===== config.mk =====
export PLATFORM = sky130hd
export DESIGN_NAME = pwm_fade_flat
export DESIGN_NICKNAME = d
export VERILOG_FILES = /design/src/rtl/pwm_fade_pkg.sv /design/src/rtl/pwm_fade_if.sv /design/src/rtl/pwm_fade_tick_gen.sv /design/src/rtl/pwm_fade.sv /design/src/flat_wrapper.sv
export SDC_FILE = /design/constraint.sdc
export NUM_CORES = 1
export LEC_CHECK = 0
export ABC_AREA = 1
export CORE_AREA = 2 2 83 165
export DETAILED_ROUTE_END_ITERATION = 10
export DIE_AREA = 0 0 85 167
export MAX_ROUTING_LAYER = met4
export SLEW_MARGIN = 10
export SYNTH_ARGS = -nofsm -noshare
export SYNTH_HDL_FRONTEND = slang
export SYNTH_SLANG_ARGS = --single-unit
export TNS_END_PERCENT = 5

===== constraint.sdc =====
create_clock -name clk -period 8.6 [get_ports clk]
set_input_delay 1.72 -clock clk [delete_from_list [all_inputs] [get_ports clk]]
set_output_delay 1.72 -clock clk [all_outputs]
set_load 0.1 [all_outputs]

===== src/rtl/pwm_fade_pkg.sv =====
// rtl/pwm_fade_pkg.sv - shared types, defaults and clamped duty arithmetic for pwm_fade
package pwm_fade_pkg;

  localparam int DEFAULT_R = 10;
  localparam int DEFAULT_W = 16;

  typedef enum logic [1:0] {
    IDLE,
    UP,
    DOWN
  } fade_state_t;

  // Widened by one bit so the sum can exceed full scale without wrapping before the clamp.
  function automatic logic [31:0] sat_add(input logic [31:0] a, input logic [31:0] b,
                                          input logic [31:0] lim);
    logic [32:0] sum;
    sum = {1'b0, a} + {1'b0, b};
    return (sum > {1'b0, lim}) ? lim : sum[31:0];
  endfunction

  function automatic logic [31:0] sat_sub(input logic [31:0] a, input logic [31:0] b,
                                          input logic [31:0] floor);
    logic [32:0] diff;
    diff = {1'b0, a} - {1'b0, b};
    return (diff[32] || (diff[31:0] < floor)) ? floor : diff[31:0];
  endfunction

endpackage


===== src/rtl/pwm_fade_if.sv =====
// rtl/pwm_fade_if.sv - command handshake bundle for pwm_fade
interface pwm_fade_if
  import pwm_fade_pkg::*;
#(
  parameter int R = DEFAULT_R,
  parameter int W = DEFAULT_W
);
  logic         cmd_valid;
  logic         cmd_ready;
  logic [R:0]   cmd_target;
  logic [R:0]   cmd_step;
  logic [W-1:0] cmd_interval;

  modport master(output cmd_valid, output cmd_target, output cmd_step, output cmd_interval,
                 input cmd_ready);
  modport slave(input cmd_valid, input cmd_target, input cmd_step, input cmd_interval,
                output cmd_ready);
endinterface


===== src/rtl/pwm_fade_tick_gen.sv =====
// rtl/pwm_fade_tick_gen.sv - W-bit interval counter, one tick every interval+1 enabled cycles
module fade_tick_gen #(
  parameter int W = 16
) (
  input  logic         clk,
  input  logic         reset,
  input  logic         clear,
  input  logic         en,
  input  logic [W-1:0] interval,
  output logic         tick
);
  logic [W-1:0] cnt;

  assign tick = en && (cnt == interval);

  always_ff @(posedge clk) begin
    if (reset || clear) begin
      cnt <= '0;
    end else if (en) begin
      cnt <= tick ? '0 : cnt + W'(1);
    end
  end
endmodule


===== src/rtl/pwm_fade.sv =====
// rtl/pwm_fade.sv - duty ramp engine feeding the PWM core duty input
// Optional PWM_FADE_BREATHE_EN: bounce between 0 and target until stop.
module pwm_fade
  import pwm_fade_pkg::*;
#(
  parameter int R = DEFAULT_R,
  parameter int W = DEFAULT_W
) (
  input  logic       clk,
  input  logic       reset,
  pwm_fade_if.slave  cmd,
  input  logic       stop,
  output logic [R:0] duty,
  output logic       busy,
  output logic       done
);
  localparam logic [R:0] FULL = {1'b1, {R{1'b0}}};
  localparam logic [R:0] ONE  = {{R{1'b0}}, 1'b1};

  fade_state_t  state, state_n;
  logic [R:0]   duty_n, tgt_q, tgt_n, step_q, step_n;
  logic [W-1:0] ivl_q, ivl_n;
  logic         done_n, accept, tick;
  logic [R:0]   cmd_tgt_c, cmd_step_c, floor_v, up_v, dn_v;
  logic [31:0]  up_w, dn_w;
  logic         unused_hi;

  assign busy          = (state != IDLE);
  assign cmd.cmd_ready = (state == IDLE);
  assign accept        = cmd.cmd_valid && cmd.cmd_ready && !stop;

  assign cmd_tgt_c  = (cmd.cmd_target > FULL) ? FULL : cmd.cmd_target;
  assign cmd_step_c = (cmd.cmd_step == '0) ? ONE : cmd.cmd_step;

`ifdef PWM_FADE_BREATHE_EN
  assign floor_v = '0;
`else
  assign floor_v = tgt_q;
`endif

  assign up_w      = sat_add(32'(duty), 32'(step_q), 32'(tgt_q));
  assign dn_w      = sat_sub(32'(duty), 32'(step_q), 32'(floor_v));
  assign up_v      = up_w[R:0];
  assign dn_v      = dn_w[R:0];
  assign unused_hi = ^{up_w[31:R+1], dn_w[31:R+1]};

  fade_tick_gen #(.W(W)) u_tick (
    .clk      (clk),
    .reset    (reset),
    .clear    (accept),
    .en       (busy),
    .interval (ivl_q),
    .tick     (tick)
  );

  always_comb begin
    state_n = state;
    duty_n  = duty;
    tgt_n   = tgt_q;
    step_n  = step_q;
    ivl_n   = ivl_q;
    done_n  = 1'b0;
    if (stop) begin
      state_n = IDLE;
    end else begin
      case (state)
        IDLE: begin
          if (accept) begin
            tgt_n  = cmd_tgt_c;
            step_n = cmd_step_c;
            ivl_n  = cmd.cmd_interval;
`ifdef PWM_FADE_BREATHE_EN
            if ((cmd_tgt_c == duty) || (cmd_tgt_c == '0)) done_n = 1'b1;
`else
            if (cmd_tgt_c == duty) done_n = 1'b1;
`endif
            else if (cmd_tgt_c > duty) state_n = UP;
            else state_n = DOWN;
          end
        end
        UP: begin
          if (tick) begin
            duty_n = up_v;
            if (up_v == tgt_q) begin
              done_n = 1'b1;
`ifdef PWM_FADE_BREATHE_EN
              state_n = DOWN;
`else
              state_n = IDLE;
`endif
            end
          end
        end
        DOWN: begin
          if (tick) begin
            duty_n = dn_v;
            if (dn_v == floor_v) begin
              done_n = 1'b1;
`ifdef PWM_FADE_BREATHE_EN
              state_n = UP;
`else
              state_n = IDLE;
`endif
            end
          end
        end
        default: state_n = IDLE;
      endcase
    end
  end

  always_ff @(posedge clk) begin
    if (reset) begin
      state  <= IDLE;
      duty   <= '0;
      done   <= 1'b0;
      tgt_q  <= '0;
      step_q <= '0;
      ivl_q  <= '0;
    end else begin
      state  <= state_n;
      duty   <= duty_n;
      done   <= done_n;
      tgt_q  <= tgt_n;
      step_q <= step_n;
      ivl_q  <= ivl_n;
    end
  end
endmodule


===== src/flat_wrapper.sv =====
// flat-port wrapper written by rule: the top's interface ports become plain ports
module pwm_fade_flat import pwm_fade_pkg::*;
#(
  parameter int R = DEFAULT_R,
  parameter int W = DEFAULT_W
)
  (clk, reset, stop, duty, busy, done, cmd_cmd_valid, cmd_cmd_target, cmd_cmd_step, cmd_cmd_interval, cmd_cmd_ready);
  pwm_fade_if #(.R(R), .W(W)) cmd_i ();
  input  logic clk;
  input  logic reset;
  input  logic stop;
  output logic [R:0] duty;
  output logic busy;
  output logic done;
  input wire logic [$bits(cmd_i.cmd_valid)-1:0] cmd_cmd_valid;
  input wire logic [$bits(cmd_i.cmd_target)-1:0] cmd_cmd_target;
  input wire logic [$bits(cmd_i.cmd_step)-1:0] cmd_cmd_step;
  input wire logic [$bits(cmd_i.cmd_interval)-1:0] cmd_cmd_interval;
  output wire logic [$bits(cmd_i.cmd_ready)-1:0] cmd_cmd_ready;
  assign cmd_i.cmd_valid = cmd_cmd_valid;
  assign cmd_i.cmd_target = cmd_cmd_target;
  assign cmd_i.cmd_step = cmd_cmd_step;
  assign cmd_i.cmd_interval = cmd_cmd_interval;
  assign cmd_cmd_ready = cmd_i.cmd_ready;
  pwm_fade #(.R(R), .W(W)) u_core (.clk(clk), .reset(reset), .cmd(cmd_i), .stop(stop), .duty(duty), .busy(busy), .done(done));
endmodule

==> results.py <==
metrics = {
    "power": {
        "combinationalPowerShare_pct": 67.5,
        "cellPowerDensity_nw_per_um2": 346,
        "net_load_switching_power_mw": 1.25,
        "power.switching_fraction_pct": 55.0,
        "vdd.ir_drop.worst_mv": 0.270,
        "internal_power_mw": 1.02,
        "sequentialPowerShare_pct": 16.9,
        "total_power_of_the_final_layout_mw": 2.28,
        "total_leakage_power_nw": 3.14,
        "power_frac_clock_pct": 15.7,
    },
    "worst_setup_path": {
        "rr_startpoint": "u_core.duty[2]$_SDFFE_PP0P_",
        "ff2ff_setup_slack_ns": 3.81,
        "worstSetupStartpoint": "u_core.duty[2]$_SDFFE_PP0P_",
        "critical_path_required_ns": 8.83,
        "worstSetupEndpoint": "u_core.state[0]$_SDFFE_PP0P_",
        "critPathSlowestCell": "sky130_fd_sc_hd__dfxtp_1",
        "setup.worst_path.end_class": "flip-flop",
        "worst-r2r-cell-count": 24,
        "worstPathMaxFanout": 22,
        "arrival_ns": 5.02,
        "r2r-end": "u_core.state[0]$_SDFFE_PP0P_",
        "cpPeakStageDelay_ns": 0.50,
        "startpoint_type": "flip-flop",
        "critical_path.most_common_cell": "sky130_fd_sc_hd__nand2_1",
        "kind_of_critical_path": "flip-flop to flip-flop",
        "timing.critical_path.depth": 24,
        "cp_top_family": "simple AND/OR/NAND/NOR gates",
        "worstPathCellList": "ha_1 -> a21oi_4 -> nand2_2 -> a21oi_1 -> xor2_1 -> ha_1 -> a21oi_1 -> nor2_1 -> nor3_1 -> nand2_1 -> nand2_1 -> nand2_1 -> nand2_2 -> inv_1 -> nand3_1 -> nand2_1 -> inv_1 -> nand2_1 -> nor2_1 -> nand2_2 -> a21oi_4 -> nand2_2 -> nor2_1 -> nor2_2",
        "timing.critical_path.buf_inv": 2,
    },
    "yosys": {
        "sequential_share_of_the_synthesized_area_pct": 23.9,
        "postSynthAreaPerCell_um2": 6.77,
        "async_reset_ff_share_pct": 0,
        "synth.ff_latch_count": 68,
        "cell_count_after_synthesis": 840,
        "synth_nets": 943,
        "synthDistinctLibCells": 53,
        "ys.flop_type": "sky130_fd_sc_hd__dfxtp_1",
        "synth-edff-count": 0,
        "synthesis.area_um2": 5690,
        "yosysWarnings": 0,
    },
    "clocking": {
        "clock_sink_count": 68,
        "clock-root-buffer": "sky130_fd_sc_hd__clkbuf_16",
        "tritoncts.num_buffers": 9,
        "worstSkewPairLatency_ns": 0.33,
        "cts_tree": "yes",
        "post_cts_hold_buffer_count": 0,
        "cts_resizes": 0,
        "htree_num_levels": 3,
        "clock_path_buffers": 2,
        "cts.repair_timing.setup_buffer_count": 0,
        "clkSlewWorstSetupHoldPaths_ns": 0.06,
    },
    "final_layout": {
        "final_common_cell": "sky130_fd_sc_hd__nand2_1",
        "layout.filler_cells": 1338,
        "final_core_util_pct": 50.9,
        "post_route_cells_drive_above_1_share_pct": 6.32,
        "syn_to_final_growth_pct": 15.5,
        "antennaDiodeCount": 0,
        "layout_common_cells": "sky130_fd_sc_hd__nand2_1, sky130_fd_sc_hd__inv_1, sky130_fd_sc_hd__dfxtp_1",
        "finalNetCount": 984,
    },
    "route": {
        "first_iter_violations": 333,
        "routed_wl_mm": 19.0,
        "drt-pass1-iter-count": 7,
        "routed_via_density": 5.56,
        "route.vias.total": 5767,
        "avgRoutedWirePerCell_um": 18.3,
        "route.detailed.drc": 0,
        "postRouteAntennaNets": 0,
    },
    "timing": {
        "timing_max_transition_violations_final": 0,
        "worst_slew_margin_rel_pct": 33.0,
        "worst_pin_slew_ns": 1.00,
        "tns_ns": 0,
        "min_period_over_period_pct": 55.7,
        "maximum_clock_frequency_mhz": 209,
        "final_clock_skew_ns": 0.00848,
        "grt_setup_unrepaired": "no",
        "finalSetupViolations": 0,
        "hold_violation_total_from_the_final_report": 0,
        "finalWorstPathRequiredPeriod_ns": 4.79,
    },
    "place": {
        "gp_congestion": 1.01,
        "dp.final_hpwl_mm": 15.7,
        "port_buffers": 55,
    },
    "floorplan": {
        "fp-row-count": 59,
        "chipWidth_um": 85,
        "die_area_um2": 14200,
        "io_pins": 56,
        "start_util_pct": 44.0,
        "core_area_um2": 12900,
        "dieHeight_um": 167,
    },
    "min_path": {
        "hold_class": "flip-flop to flip-flop",
    },
    "global_route": {
        "initial_antenna_violation_count": 0,
        "first_global_vias": 5724,
        "grt_start_max_net_pins": 31,
        "overflow": 0,
        "grt_pass1_wl_mm": 29.5,
        "grt_usage_pct": 27.7,
    },
    "run_status": {
        "status": "completed",
    },
    "job": {
        "drv_cap": 0,
    },
}
-- Yosys cell counts (all sizes together) (3+ instances only) --
cell	count	area (µm²)
a21o	3	22.5
a21oi	48	278
a221oi	3	26.3
a31oi	8	50.1
buf	13	104
clkbuf	14	52.6
dfxtp	68	1360
ha	59	738
inv	151	569
nand2	174	681
nand3	49	260
nand3b	3	26.3
nand4	33	206
nor2	59	249
nor3	16	105
nor3b	5	42.5
nor4	6	37.5
o211ai	20	155
o21a	4	30.0
o21ai	42	214
o21bai	5	37.5
o22ai	22	138
xnor2	4	35.0
xor2	15	131
-- sequential cells by signal, indices dropped and copies added, names as in the netlist --
register,count
u_core.step_q,11
u_core.duty,11
u_core.u_tick.cnt,16
u_core.ivl_q,16
u_core.floor_v,11
u_core.done,1
u_core.state,2
-- cells by family (layout without fill, tap and decap cells) --
family | count (synthesis) | in the layout | share of synthesized area (%)
and+or+nand+nor | 350 | 350 | 28.8
buffers and inverters | 179 | 225 | 12.8
AOI/OAI and AO/OA | 163 | 163 | 17.9
DFF | 68 | 68 | 23.9
adders and majority gates | 61 | 61 | 13.7
xor gates and xnor gates | 19 | 19 | 2.92
-- final cells by class --
cell class	count	area (µm²)	share of cell area, %
repair buffers	57	566	8.60
well taps	152	190	2.89
clock inverters	5	52.6	0.799
multi-input cells	593	3600	54.7
inverters	152	573	8.72
clock buffers	11	233	3.54
flip-flops and latches	68	1360	20.7
-- per-layer routing --
layer / vias to the layer above / global-route usage (%) / wire length [µm] / share of wire, %
met5: - / - / 0 / 0
met4: 0 / 18.0 / 1340 / 7.0
met3: 55 / 2.68 / 565 / 3.0
met2: 167 / 51.0 / 10500 / 55
met1: 2663 / 26.6 / 6660 / 35
li1: 2882 / - / - / -
-- power groups by stage --
stage | clock (mW) | sequential, mW | combinational (mW)
after floorplan | 0 | 0.450 | 1.08
after global placement | 0 | 0.389 | 1.48
after detailed placement | 0 | 0.390 | 1.50
after CTS | 0.360 | 0.383 | 1.52
after global routing | 0.372 | 0.386 | 1.69
final | 0.357 | 0.384 | 1.54
-- tightest hold or removal path, cell delays in order (launching register included) --
cell and delay (ns):
sky130_fd_sc_hd__dfxtp_1 0.34, sky130_fd_sc_hd__nand2_1 0.05, sky130_fd_sc_hd__o21ai_0 0.05
-- worst min path at each step --
stage | startpoint | endpoint | slack [ns] | cells after the start
2_1_floorplan | u_core.ivl_q[12]$_SDFFE_PP0P_ | u_core.ivl_q[12]$_SDFFE_PP0P_ | 0.45 | 2
3_3_place_gp | u_core.ivl_q[2]$_SDFFE_PP0P_ | u_core.ivl_q[2]$_SDFFE_PP0P_ | 0.47 | 2
3_5_place_dp | u_core.ivl_q[2]$_SDFFE_PP0P_ | u_core.ivl_q[2]$_SDFFE_PP0P_ | 0.47 | 2
4_1_cts | u_core.ivl_q[2]$_SDFFE_PP0P_ | u_core.ivl_q[2]$_SDFFE_PP0P_ | 0.48 | 2
5_1_grt | u_core.ivl_q[6]$_SDFFE_PP0P_ | u_core.ivl_q[6]$_SDFFE_PP0P_ | 0.53 | 2
6_report | u_core.ivl_q[2]$_SDFFE_PP0P_ | u_core.ivl_q[2]$_SDFFE_PP0P_ | 0.48 | 2
-- stage by stage --
step | area (µm²) | setup WS, ns | hold slack [ns] | instances
CTS | 6580 | 3.86 | 0.482 | 1038
finish | 6580 | 3.81 | 0.481 | 1038
detailed placement | 6290 | 3.53 | 0.468 | 1022
floorplan | 5690 | 4.55 | 0.448 | 840
global route | 6580 | 3.40 | 0.535 | 1038
global placement | 6290 | 3.67 | 0.473 | 1022
(Power assumes the default switching activity.)
